[src/rtl/kamikaze_pkg.sv]
// kamikaze_pkg
// Shared constants for the kamikaze fetch/decode front end: datapath
// width, halfword width, the RVC quadrant code that marks a full-width
// instruction, and the default reset PC.
package kamikaze_pkg;

  localparam int XLEN = 32;
  localparam int HW_W = 16;

  localparam logic [1:0]      RVC_QUAD_FULL    = 2'b11;
  localparam logic [XLEN-1:0] DEFAULT_RESET_PC = 32'h0000_0000;

endpackage

[src/rtl/kamikaze_instr_align_if.sv]
// kamikaze_instr_align_if
// Bundles the word stream from instruction memory, the instruction
// stream towards decode and the redirect (flush) request.
//   slave  : used by kamikaze_instr_align (consumes words, produces instructions)
//   master : used by whoever drives words/flushes and consumes instructions
interface kamikaze_instr_align_if;
  import kamikaze_pkg::*;

  logic [XLEN-1:0] word_i;
  logic            word_valid_i;
  logic            word_ready_o;
  logic [XLEN-1:0] instr_o;
  logic            is_compressed_instr_o;
  logic [XLEN-1:0] pc_o;
  logic            instr_valid_o;
  logic            instr_ready_i;
  logic            flush_i;
  logic [XLEN-1:0] flush_pc_i;

  modport slave (
    input  word_i, word_valid_i, instr_ready_i, flush_i, flush_pc_i,
    output word_ready_o, instr_o, is_compressed_instr_o, pc_o, instr_valid_o
  );

  modport master (
    output word_i, word_valid_i, instr_ready_i, flush_i, flush_pc_i,
    input  word_ready_o, instr_o, is_compressed_instr_o, pc_o, instr_valid_o
  );

endinterface

[src/rtl/kamikaze_hw_fifo.sv]
// kamikaze_hw_fifo
// Circular halfword FIFO that can push 0, 1 or 2 halfwords and pop 0, 1
// or 2 halfwords in the same cycle. Exposes the occupancy and the two
// oldest entries so the aligner can look at a whole instruction at once.
//   clk_i, rst_i    : clock, asynchronous active-low reset
//   clear_i         : drop all contents (takes priority over push/pop)
//   pushCnt_i       : number of halfwords to append (0..2)
//   pushHw0_i/1_i   : halfwords to append, hw0 first
//   popCnt_i        : number of halfwords to remove from the head (0..2)
//   count_o         : current occupancy
//   head0_o/head1_o : oldest and second-oldest entries
module kamikaze_hw_fifo
  import kamikaze_pkg::*;
#(
  parameter  int DEPTH = 4,
  localparam int PTR_W = $clog2(DEPTH),
  localparam int CNT_W = PTR_W + 1
) (
  input  logic             clk_i,
  input  logic             rst_i,
  input  logic             clear_i,
  input  logic [1:0]       pushCnt_i,
  input  logic [HW_W-1:0]  pushHw0_i,
  input  logic [HW_W-1:0]  pushHw1_i,
  input  logic [1:0]       popCnt_i,
  output logic [CNT_W-1:0] count_o,
  output logic [HW_W-1:0]  head0_o,
  output logic [HW_W-1:0]  head1_o
);

  logic [HW_W-1:0]  mem_q [DEPTH];
  logic [PTR_W-1:0] wrPtr_q;
  logic [PTR_W-1:0] rdPtr_q;
  logic [CNT_W-1:0] count_q;

  // Storage and pointers. DEPTH is a power of two, so the pointers wrap
  // naturally; the caller guarantees there is room for every push and
  // enough data for every pop, so no full/empty guarding is done here.
  always_ff @(posedge clk_i or negedge rst_i) begin
    if (!rst_i) begin
      for (int i = 0; i < DEPTH; i++) begin
        mem_q[i] <= '0;
      end
      wrPtr_q <= '0;
      rdPtr_q <= '0;
      count_q <= '0;
    end else if (clear_i) begin
      wrPtr_q <= '0;
      rdPtr_q <= '0;
      count_q <= '0;
    end else begin
      if (pushCnt_i != 2'd0) begin
        mem_q[wrPtr_q] <= pushHw0_i;
      end
      if (pushCnt_i == 2'd2) begin
        mem_q[wrPtr_q + PTR_W'(1)] <= pushHw1_i;
      end
      wrPtr_q <= wrPtr_q + PTR_W'(pushCnt_i);
      rdPtr_q <= rdPtr_q + PTR_W'(popCnt_i);
      count_q <= count_q + CNT_W'(pushCnt_i) - CNT_W'(popCnt_i);
    end
  end

  assign count_o = count_q;
  assign head0_o = mem_q[rdPtr_q];
  assign head1_o = mem_q[rdPtr_q + PTR_W'(1)];

endmodule

[src/rtl/kamikaze_instr_align.sv]
// kamikaze_instr_align
// Realigns the 32-bit instruction-memory word stream into whole RV32IC
// instructions (16- or 32-bit, any halfword alignment) with their PC,
// and handles redirects to halfword-aligned targets.
//   clk_i, rst_i : core clock, asynchronous active-low reset
//   bus (slave)  : word_i/word_valid_i/word_ready_o from memory,
//                  instr_o/is_compressed_instr_o/pc_o/instr_valid_o/
//                  instr_ready_i towards decode, flush_i/flush_pc_i redirect
module kamikaze_instr_align
  import kamikaze_pkg::*;
#(
  parameter int              DEPTH_HW = 4,
  parameter logic [XLEN-1:0] RESET_PC = DEFAULT_RESET_PC
) (
  input  logic                  clk_i,
  input  logic                  rst_i,
  kamikaze_instr_align_if.slave bus
);

  localparam int CNT_W = $clog2(DEPTH_HW) + 1;

  logic [CNT_W-1:0] fifoCount;
  logic [HW_W-1:0]  hw0;
  logic [HW_W-1:0]  hw1;
  logic             needTwo;
  logic [CNT_W-1:0] neededCnt;
  logic             instrValid;
  logic             wordReady;
  logic             pushFire;
  logic             popFire;
  logic [1:0]       pushCnt;
  logic [1:0]       popCnt;
  logic [HW_W-1:0]  pushHw0;
  logic [XLEN-1:0]  headPc_q, headPc_d;
  logic             skipLo_q, skipLo_d;

  // Anything whose low two bits are not 11 is a compressed instruction;
  // longer encodings are not supported and simply look like 32-bit ones.
  // Word acceptance only looks at the registered occupancy so that the
  // decode-side ready never reaches word_ready_o combinationally.
  always_comb begin
    needTwo    = (hw0[1:0] == RVC_QUAD_FULL);
    neededCnt  = needTwo ? CNT_W'(2) : CNT_W'(1);
    instrValid = (fifoCount >= neededCnt);
    wordReady  = (fifoCount <= CNT_W'(DEPTH_HW - 2));
    pushFire   = bus.word_valid_i && wordReady && !bus.flush_i;
    popFire    = instrValid && bus.instr_ready_i && !bus.flush_i;
    pushCnt    = pushFire ? (skipLo_q ? 2'd1 : 2'd2) : 2'd0;
    pushHw0    = skipLo_q ? bus.word_i[31:16] : bus.word_i[15:0];
    popCnt     = popFire ? (needTwo ? 2'd2 : 2'd1) : 2'd0;
  end

  kamikaze_hw_fifo #(
    .DEPTH (DEPTH_HW)
  ) u_hw_fifo (
    .clk_i     (clk_i),
    .rst_i     (rst_i),
    .clear_i   (bus.flush_i),
    .pushCnt_i (pushCnt),
    .pushHw0_i (pushHw0),
    .pushHw1_i (bus.word_i[31:16]),
    .popCnt_i  (popCnt),
    .count_o   (fifoCount),
    .head0_o   (hw0),
    .head1_o   (hw1)
  );

  // A redirect to an odd-halfword target still receives the full aligned
  // word from upstream, so the first low halfword after it must be
  // dropped; skipLo remembers that until the next accepted word.
  always_comb begin
    headPc_d = headPc_q;
    skipLo_d = skipLo_q;
    if (bus.flush_i) begin
      headPc_d = bus.flush_pc_i & ~XLEN'(1);
      skipLo_d = bus.flush_pc_i[1];
    end else begin
      if (popFire) begin
        headPc_d = headPc_q + (needTwo ? XLEN'(4) : XLEN'(2));
      end
      if (pushFire) begin
        skipLo_d = 1'b0;
      end
    end
  end

  // PC of the instruction at the head of the buffer plus the skip flag.
  always_ff @(posedge clk_i or negedge rst_i) begin
    if (!rst_i) begin
      headPc_q <= RESET_PC;
      skipLo_q <= 1'b0;
    end else begin
      headPc_q <= headPc_d;
      skipLo_q <= skipLo_d;
    end
  end

  // Instruction fields are forced to zero whenever nothing is valid so
  // decode never sees stale buffer contents.
  assign bus.instr_valid_o         = instrValid;
  assign bus.instr_o               = !instrValid ? '0
                                   : (needTwo ? {hw1, hw0} : {{HW_W{1'b0}}, hw0});
  assign bus.is_compressed_instr_o = instrValid && !needTwo;
  assign bus.pc_o                  = headPc_q;
  assign bus.word_ready_o          = wordReady;

endmodule

[src/flat_wrapper.sv]
// flat-port wrapper written by rule: the top's interface ports become plain ports
module kamikaze_instr_align_flat import kamikaze_pkg::*;
#(
  parameter int              DEPTH_HW = 4,
  parameter logic [XLEN-1:0] RESET_PC = DEFAULT_RESET_PC
)
  (clk_i, rst_i, bus_word_i, bus_word_valid_i, bus_instr_ready_i, bus_flush_i, bus_flush_pc_i, bus_word_ready_o, bus_instr_o, bus_is_compressed_instr_o, bus_pc_o, bus_instr_valid_o);
  kamikaze_instr_align_if bus_i ();
  input  logic clk_i;
  input  logic rst_i;
  input wire logic [$bits(bus_i.word_i)-1:0] bus_word_i;
  input wire logic [$bits(bus_i.word_valid_i)-1:0] bus_word_valid_i;
  input wire logic [$bits(bus_i.instr_ready_i)-1:0] bus_instr_ready_i;
  input wire logic [$bits(bus_i.flush_i)-1:0] bus_flush_i;
  input wire logic [$bits(bus_i.flush_pc_i)-1:0] bus_flush_pc_i;
  output wire logic [$bits(bus_i.word_ready_o)-1:0] bus_word_ready_o;
  output wire logic [$bits(bus_i.instr_o)-1:0] bus_instr_o;
  output wire logic [$bits(bus_i.is_compressed_instr_o)-1:0] bus_is_compressed_instr_o;
  output wire logic [$bits(bus_i.pc_o)-1:0] bus_pc_o;
  output wire logic [$bits(bus_i.instr_valid_o)-1:0] bus_instr_valid_o;
  assign bus_i.word_i = bus_word_i;
  assign bus_i.word_valid_i = bus_word_valid_i;
  assign bus_i.instr_ready_i = bus_instr_ready_i;
  assign bus_i.flush_i = bus_flush_i;
  assign bus_i.flush_pc_i = bus_flush_pc_i;
  assign bus_word_ready_o = bus_i.word_ready_o;
  assign bus_instr_o = bus_i.instr_o;
  assign bus_is_compressed_instr_o = bus_i.is_compressed_instr_o;
  assign bus_pc_o = bus_i.pc_o;
  assign bus_instr_valid_o = bus_i.instr_valid_o;
  kamikaze_instr_align #(.DEPTH_HW(DEPTH_HW), .RESET_PC(RESET_PC)) u_core (.clk_i(clk_i), .rst_i(rst_i), .bus(bus_i));
endmodule
[config.mk]
export PLATFORM = sky130hd
export DESIGN_NAME = kamikaze_instr_align_flat
export DESIGN_NICKNAME = d
export VERILOG_FILES = /design/src/rtl/kamikaze_pkg.sv /design/src/rtl/kamikaze_instr_align_if.sv /design/src/rtl/kamikaze_hw_fifo.sv /design/src/rtl/kamikaze_instr_align.sv /design/src/flat_wrapper.sv
export SDC_FILE = /design/constraint.sdc
export NUM_CORES = 1
export LEC_CHECK = 0
export CAP_MARGIN = 5
export CELL_PAD_IN_SITES_DETAIL_PLACEMENT = 1
export CELL_PAD_IN_SITES_GLOBAL_PLACEMENT = 2
export CORE_ASPECT_RATIO = 0.5
export CORE_UTILIZATION = 25
export DETAILED_ROUTE_END_ITERATION = 8
export GPL_ROUTABILITY_DRIVEN = 0
export PLACE_DENSITY = 0.79
export SYNTH_ARGS = -nofsm -noshare
export SYNTH_HDL_FRONTEND = slang
export SYNTH_SLANG_ARGS = --single-unit
[constraint.sdc]
create_clock -name clk_i -period 3.9 [get_ports clk_i]
set_input_delay 0.78 -clock clk_i [delete_from_list [all_inputs] [get_ports clk_i]]
set_output_delay 0.78 -clock clk_i [all_outputs]
set_load 0.01 [all_outputs]
==> results.json, run 1 <==
{
  "ant_nets": 0,
  "clock_path_buffers": 2,
  "drc_errors": 0,
  "grt_pass1_vias": 5823,
  "status": "completed",
  "initial_core_util": 0.257,
  "portBuffers": 133,
  "antenna_found_initial": 0,
  "ys_warn_count": 0,
  "hold_path.class": "in2async",
  "cts_max_level": 3,
  "slew_violations": 0,
  "yosysSeqAreaShare": 0.414,
  "cts_buffers": 9,
  "reg2reg_depth": 14,
  "vias_per_cell": 5.04,
  "nNetsFinal": 829,
  "power_density_nw_per_um2": 654,
  "drt-pass1-iter-count": 8,
  "overflow": 0,
  "netlist_instances": 629,
  "ys_types": 52,
  "dp_hpwl_mm": 14.6,
  "holdBufCountCts": 0,
  "layout.cells.non_filler": 1089,
  "relSlewSlack": 0.273,
  "synth_ff_type": "dfrtp_1",
  "fmax_mhz": 266,
  "grt_max_degree": 59,
  "start_kind": "flip-flop",
  "worstPathArrival_ns": 2.98,
  "path_max_fanout": 8,
  "finalHoldViolations": 0,
  "clkSinkCount": 103,
  "die_h_um": 114,
  "syn-cell-area_um2": 6230,
  "worst_pin_slew_ns": 1.09,
  "drt-total-wl_mm": 20.7,
  "async_flop_share": 1.00,
  "die_area_um2": 25600,
  "critical_path.startpoint": "u_core.u_hw_fifo.rdPtr_q[0]$_DFF_PN0_",
  "yosysTopAreaCell": "dfrtp_1",
  "cts_tree": "yes",
  "coreArea_um2": 24200,
  "post-route-min-period_ns": 3.76,
  "synthMostInstantiatedCell": "dfrtp_1",
  "r2r-start": "u_core.u_hw_fifo.rdPtr_q[0]$_DFF_PN0_",
  "synth_seq_cells": 103,
  "rsz0062_at_grt": "no",
  "drive_above_1_share": 0.145,
  "ir_worst_vdd_uv": 314,
  "area_delta_synth_final_pct": 33.6,
  "postSynthAreaPerCell_um2": 9.91,
  "syn_nets": 709,
  "post_drt_wl_per_cell_um": 19.0,
  "first_iter_violations": 371,
  "finalPower_uw": 5450,
  "insertion_delay_ns": 0.36,
  "endpoint_kind": "output pin",
  "route.vias.total": 5490,
  "grtUsageTotal": 0.168,
  "setup_tns_ns": 0,
  "min_period_over_period": 0.965,
  "setup_viol": 0,
  "clk_pin_slew_ns": 0.07,
  "synth_edf_count": 0,
  "synth.area.top_cells": "dfrtp_1 41%, mux4_2 12%, o21ai_0 4.7%",
  "place_inst": 1073,
  "skew_ns": 0.00903,
  "n_antenna_cell": 0,
  "synth_top_area_share": 0.414,
  "grt_pass1_wl_mm": 33.1,
  "clockRootBuffer": "clkbuf_16",
  "io_pins": 136,
  "hold_ws_ns": 0.505,
  "required_ns": 3.12,
  "power_leakage_uw": 0.00356,
  "drv_cap": 0,
  "rows": 40,
  "crit_type": "reg2out",
  "die_x_um": 225,
  "yosys-top-cells-count": "103 x dfrtp_1, 66 x nand2_1, 59 x o21ai_0"
}
[registers in the layout (all words and copies together) (netlist names)]
| name | count |
|---|---|
| u_core.u_hw_fifo.count_o | 3 |
| u_core.u_hw_fifo.mem_q | 64 |
| u_core.bus.pc_o | 31 |
| u_core.skipLo_q | 1 |
| u_core.u_hw_fifo.rdPtr_q | 2 |
| u_core.u_hw_fifo.wrPtr_q | 2 |
[what timing repair did]
item / in CTS / in global routing
pin swaps: 0 / 1
buffers inserted: 0 / 1
setup endpoints to repair: 33 / 25
resized for setup: 31 / 12
[placed cells by master, fill, tap and decap left out, types with 2 or more instances in the layout]
master / Yosys / layout
and3_1: 19 / 19
nor2_1: 50 / 50
nor3b_1: 4 / 4
clkbuf_16: 0 / 9
xor2_1: 5 / 5
mux2i_1: 2 / 2
a22oi_1: 15 / 15
dlymetal6s2s_1: 0 / 9
nand4_1: 9 / 9
dlygate4sd2_1: 0 / 22
clkdlybuf4s15_1: 0 / 2
o21ai_0: 59 / 59
a21oi_1: 3 / 3
and2_1: 20 / 20
xnor2_1: 23 / 23
a21o_1: 3 / 3
dfrtp_2: 0 / 2
nor2b_1: 5 / 5
or3_1: 4 / 4
nor3_1: 6 / 6
and4_1: 4 / 4
nand2b_1: 3 / 2
nor4b_1: 3 / 3
nand3_1: 12 / 12
a222oi_1: 16 / 16
mux2_2: 18 / 18
mux4_2: 32 / 32
a31oi_1: 8 / 7
inv_1: 28 / 28
fa_1: 3 / 3
nor4_1: 14 / 14
buf_4: 1 / 25
dfrtp_1: 103 / 101
clkdlybuf4s50_1: 0 / 98
nand2_1: 66 / 66
o22ai_1: 16 / 16
ha_1: 8 / 7
[kinds of logic after synthesis]
kind of cell | Yosys count | share of synthesized area
AOI/OAI and AO/OA | 125 | 0.129
xor gates and xnor gates | 28 | 0.0394
adders and majority gates | 11 | 0.0257
buffers and inverters | 79 | 0.0514
DFF | 103 | 0.414
muxes | 52 | 0.151
other | 1 | 0.000602
and+or+nand+nor | 230 | 0.189
[worst max-delay path, stage by stage, from the launching register on]
cell	delay (ns)
dfrtp_2	0.43
mux4_2	0.52
and2_4	0.18
inv_1	0.06
buf_4	0.14
ha_4	0.20
a211o_1	0.29
and2_1	0.18
buf_4	0.17
and3_1	0.16
dlygate4sd2_1	0.28
[report_power, final]
group	total [uW]	internal, uW	switching, uW
combinational	2680	1390	1290
clock	962	521	441
sequential	1800	1440	360
total	5450	3360	2090
[layout make-up]
cell class | instances | area, um^2
Inverter | 28 | 105
Clock inverter | 5 | 66.3
Clock buffer | 10 | 239
Sequential cell | 103 | 2580
Tap cell | 336 | 420
Multi-Input combinational cell | 447 | 3370
Timing Repair Buffer | 160 | 1550
Fill cell | 2767 | 15900
[through the flow]
step	utilization	instance area, um^2	setup slack, ns
5_1_grt	0.344	8320	0.0301
3_5_place_dp	0.329	7980	0.103
2_1_floorplan	-	6230	0.0850
3_3_place_gp	0.329	7980	0.132
6_report	0.344	8320	0.137
4_1_cts	0.342	8270	0.0107
[path summary, 6_finish.rpt]
| check | endpoint | slack, ns |
|---|---|---|
| max in group asynchronous | u_core.u_hw_fifo.mem_q[41]$_DFFE_PN0N_ | 2.64 |
| min in group clk_i | u_core.u_hw_fifo.mem_q[46]$_DFFE_PN0N_ | 0.51 |
| max | bus_instr_o[20] | 0.14 |
| min | u_core.bus.pc_o[13]$_DFFE_PN0N_ | 0.51 |
| min reg2reg | u_core.u_hw_fifo.mem_q[46]$_DFFE_PN0N_ | 0.51 |
| max reg2reg | u_core.u_hw_fifo.count_o[2]$_DFF_PN0_ | 0.54 |
[metal layers]
| metal | wire, um | GRT usage | vias to the layer above |
|---|---|---|---|
| li1 | - | - | 2526 |
| met1 | 9290 | 0.220 | 2816 |
| met2 | 10200 | 0.284 | 119 |
| met3 | 790 | 0.0278 | 29 |
| met4 | 422 | 0.0540 | 0 |
| met5 | 0 | 0 | - |
Power figures use the tool's default switching activity.
==> inputs of run 2 (changes only) <==
--- a/config.mk
+++ b/config.mk
@@ -10,9 +10,10 @@
 export CELL_PAD_IN_SITES_GLOBAL_PLACEMENT = 2
 export CORE_ASPECT_RATIO = 0.5
 export CORE_UTILIZATION = 25
+export CTS_CLUSTER_DIAMETER = 200
 export DETAILED_ROUTE_END_ITERATION = 8
 export GPL_ROUTABILITY_DRIVEN = 0
-export PLACE_DENSITY = 0.79
+export PLACE_DENSITY = 0.72
 export SYNTH_ARGS = -nofsm -noshare
 export SYNTH_HDL_FRONTEND = slang
 export SYNTH_SLANG_ARGS = --single-unit
==> constraint.sdc (replaced) <==
create_clock -name clk_i -period 4.25 [get_ports clk_i]
set_input_delay 0.85 -clock clk_i [delete_from_list [all_inputs] [get_ports clk_i]]
set_output_delay 0.85 -clock clk_i [all_outputs]
set_load 0.01 [all_outputs]
==> run 2 against run 1 <==
Effect of this change:
- via count is 0.35% higher
- worst setup slack gained 0.10 ns
- final cell count decreased by 0.37%
- count of clock-buffer cells in the layout rose by 1
- global-route usage is 0.055 points higher
- critical endpoint is now bus_instr_o[4]
- largest cell class unchanged
==> results.json, run 2 (same netlist as run 1, synthesis figures left out) <==
{
  "setup_viol": 0,
  "insertion_delay_ns": 0.36,
  "final_common_cell": "clkdlybuf4s50_1",
  "n_antenna_cell": 0,
  "crit_top_cell": "and2_1",
  "clock_path_buffers": 2,
  "hp-start": "u_core.u_hw_fifo.mem_q[13]$_DFFE_PN0N_",
  "endpoint_kind": "output pin",
  "hold_path.class": "reg2reg",
  "r2r-start": "u_core.u_hw_fifo.rdPtr_q[0]$_DFF_PN0_",
  "die_h_um": 114,
  "overflow": 0,
  "cts_buffers": 9,
  "regArea_um2": 2580,
  "die_area_um2": 25600,
  "placed_cell_area_um2": 7940,
  "final_area_um2": 8260,
  "multiInputGateArea_um2": 3350,
  "min_period_over_period": 0.944,
  "drt-pass1-iter-count": 5,
  "skew_ns": 0.0111,
  "grt_pass1_wl_mm": 33.3,
  "io_pins": 136,
  "critical_path.startpoint": "u_core.u_hw_fifo.rdPtr_q[0]$_DFF_PN0_",
  "relSlewSlack": 0.369,
  "first_iter_violations": 336,
  "ir_worst_vdd_uv": 326,
  "slew_violations": 0,
  "finalHoldViolations": 0,
  "drc_errors": 0,
  "dp_hpwl_mm": 14.3,
  "path_cells": "mux4_2 > and2_1 > inv_1 > ha_1 > nand2b_1 > a211o_1 > buf_4 > and2_1 > clkdlybuf4s50_1",
  "grt_max_degree": 57,
  "ant_nets": 0,
  "clockRootBuffer": "clkbuf_16",
  "antenna_found_initial": 0,
  "initial_core_util": 0.257,
  "post-route-min-period_ns": 4.01,
  "cpPeakStageDelay_ns": 0.53,
  "finalPower_uw": 4910,
  "post_cts_buffers": 0,
  "regMostFlops": "u_core.u_hw_fifo.mem_q",
  "fillers": 2761,
  "area_delta_synth_final_pct": 32.6,
  "grtUsageTotal": 0.168,
  "die_x_um": 225,
  "drive_above_1_share": 0.136,
  "rows": 40,
  "drv_cap": 0,
  "crit_type": "reg2out",
  "fmax_mhz": 249,
  "clkSinkCount": 103,
  "coreArea_um2": 24200,
  "cts_max_level": 3,
  "drt-total-wl_mm": 21.0,
  "nNetsFinal": 824,
  "cp_slowest_cell": "mux4_2",
  "start_kind": "flip-flop",
  "required_ns": 3.40,
  "vias_per_cell": 5.08,
  "status": "completed",
  "portBuffers": 133,
  "worstPathArrival_ns": 3.16,
  "worst_pin_slew_ns": 0.947,
  "grt_pass1_vias": 5761,
  "cts_tree": "yes",
  "clk_pin_slew_ns": 0.07,
  "post_drt_wl_per_cell_um": 19.4,
  "route.vias.total": 5509,
  "largest_reg_flops": 64,
  "setup_tns_ns": 0,
  "power_leakage_uw": 0.00358,
  "rsz0062_at_grt": "no",
  "power_density_nw_per_um2": 594,
  "final_cell_mix": "115 x clkdlybuf4s50_1, 101 x dfrtp_1, 66 x nand2_1",
  "path_max_fanout": 19
}
==> run 2: final timing paths <==
path | slack [ns] | cells past startpoint | to
max | 0.24 | 9 | bus_instr_o[4]
min | 0.51 | 2 | u_core.u_hw_fifo.mem_q[13]$_DFFE_PN0N_
max reg2reg | 0.72 | 12 | u_core.bus.pc_o[31]$_DFFE_PN0N_
min reg2reg | 0.51 | 2 | u_core.u_hw_fifo.mem_q[13]$_DFFE_PN0N_
max in group asynchronous | 2.76 | 2 | u_core.u_hw_fifo.mem_q[61]$_DFFE_PN0N_
min in group asynchronous | 0.57 | 1 | u_core.bus.pc_o[6]$_DFFE_PN0N_
==> run 2: critical path: cells and delay by family, from the launching register on <==
kind | cells | cell delay (ns)
muxes | 1 | 0.53
adders and majority gates | 1 | 0.22
DFF | 1 | 0.43
and+or+nand+nor | 3 | 0.52
AOI/OAI and AO/OA | 1 | 0.32
buffers and inverters | 3 | 0.79
==> run 2: repair_timing <==
action,CTS,global route
gates resized for setup,0,18
endpoints found under the setup margin,0,18
hold buffers,0,0
==> run 2: metrics by stage <==
stage          setup WS, ns  utilization  instances  hold WS (ns)
2_1_floorplan         0.435            -        629         0.461
3_3_place_gp          0.433        0.328       1069         0.481
3_5_place_dp          0.407        0.328       1069         0.492
4_1_cts             0.00652        0.339       1085         0.512
5_1_grt              0.0479        0.341       1085         0.543
6_report              0.239        0.341       1085         0.512
==> run 2: per-layer routing <==
metal / part of all wire / vias up / wire length, um / track usage
met3: 0.040 / 15 / 846 / 0.0340
met5: 0 / - / 0 / 0
li1: - / 2513 / - / -
met1: 0.46 / 2861 / 9570 / 0.220
met4: 0.0072 / 0 / 152 / 0.0299
met2: 0.50 / 120 / 10500 / 0.292
==> run 2: area by class of cell <==
| type | instances | share of cell area |
|---|---|---|
| clock inverter | 5 | 0.00469 |
| inverter | 28 | 0.0127 |
| sequential | 103 | 0.312 |
| timing repair buffer | 155 | 0.185 |
| tap | 336 | 0.0509 |
| multi-input combinational | 447 | 0.405 |
| clock buffer | 11 | 0.0294 |
==> run 2: power breakdown <==
| group | internal, uW | switching, uW | leakage [uW] |
|---|---|---|---|
| clock network | 420 | 406 | 0.000137 |
| registers | 1330 | 326 | 0.00126 |
| logic | 1270 | 1160 | 0.00218 |
| total | 3020 | 1890 | 0.00358 |
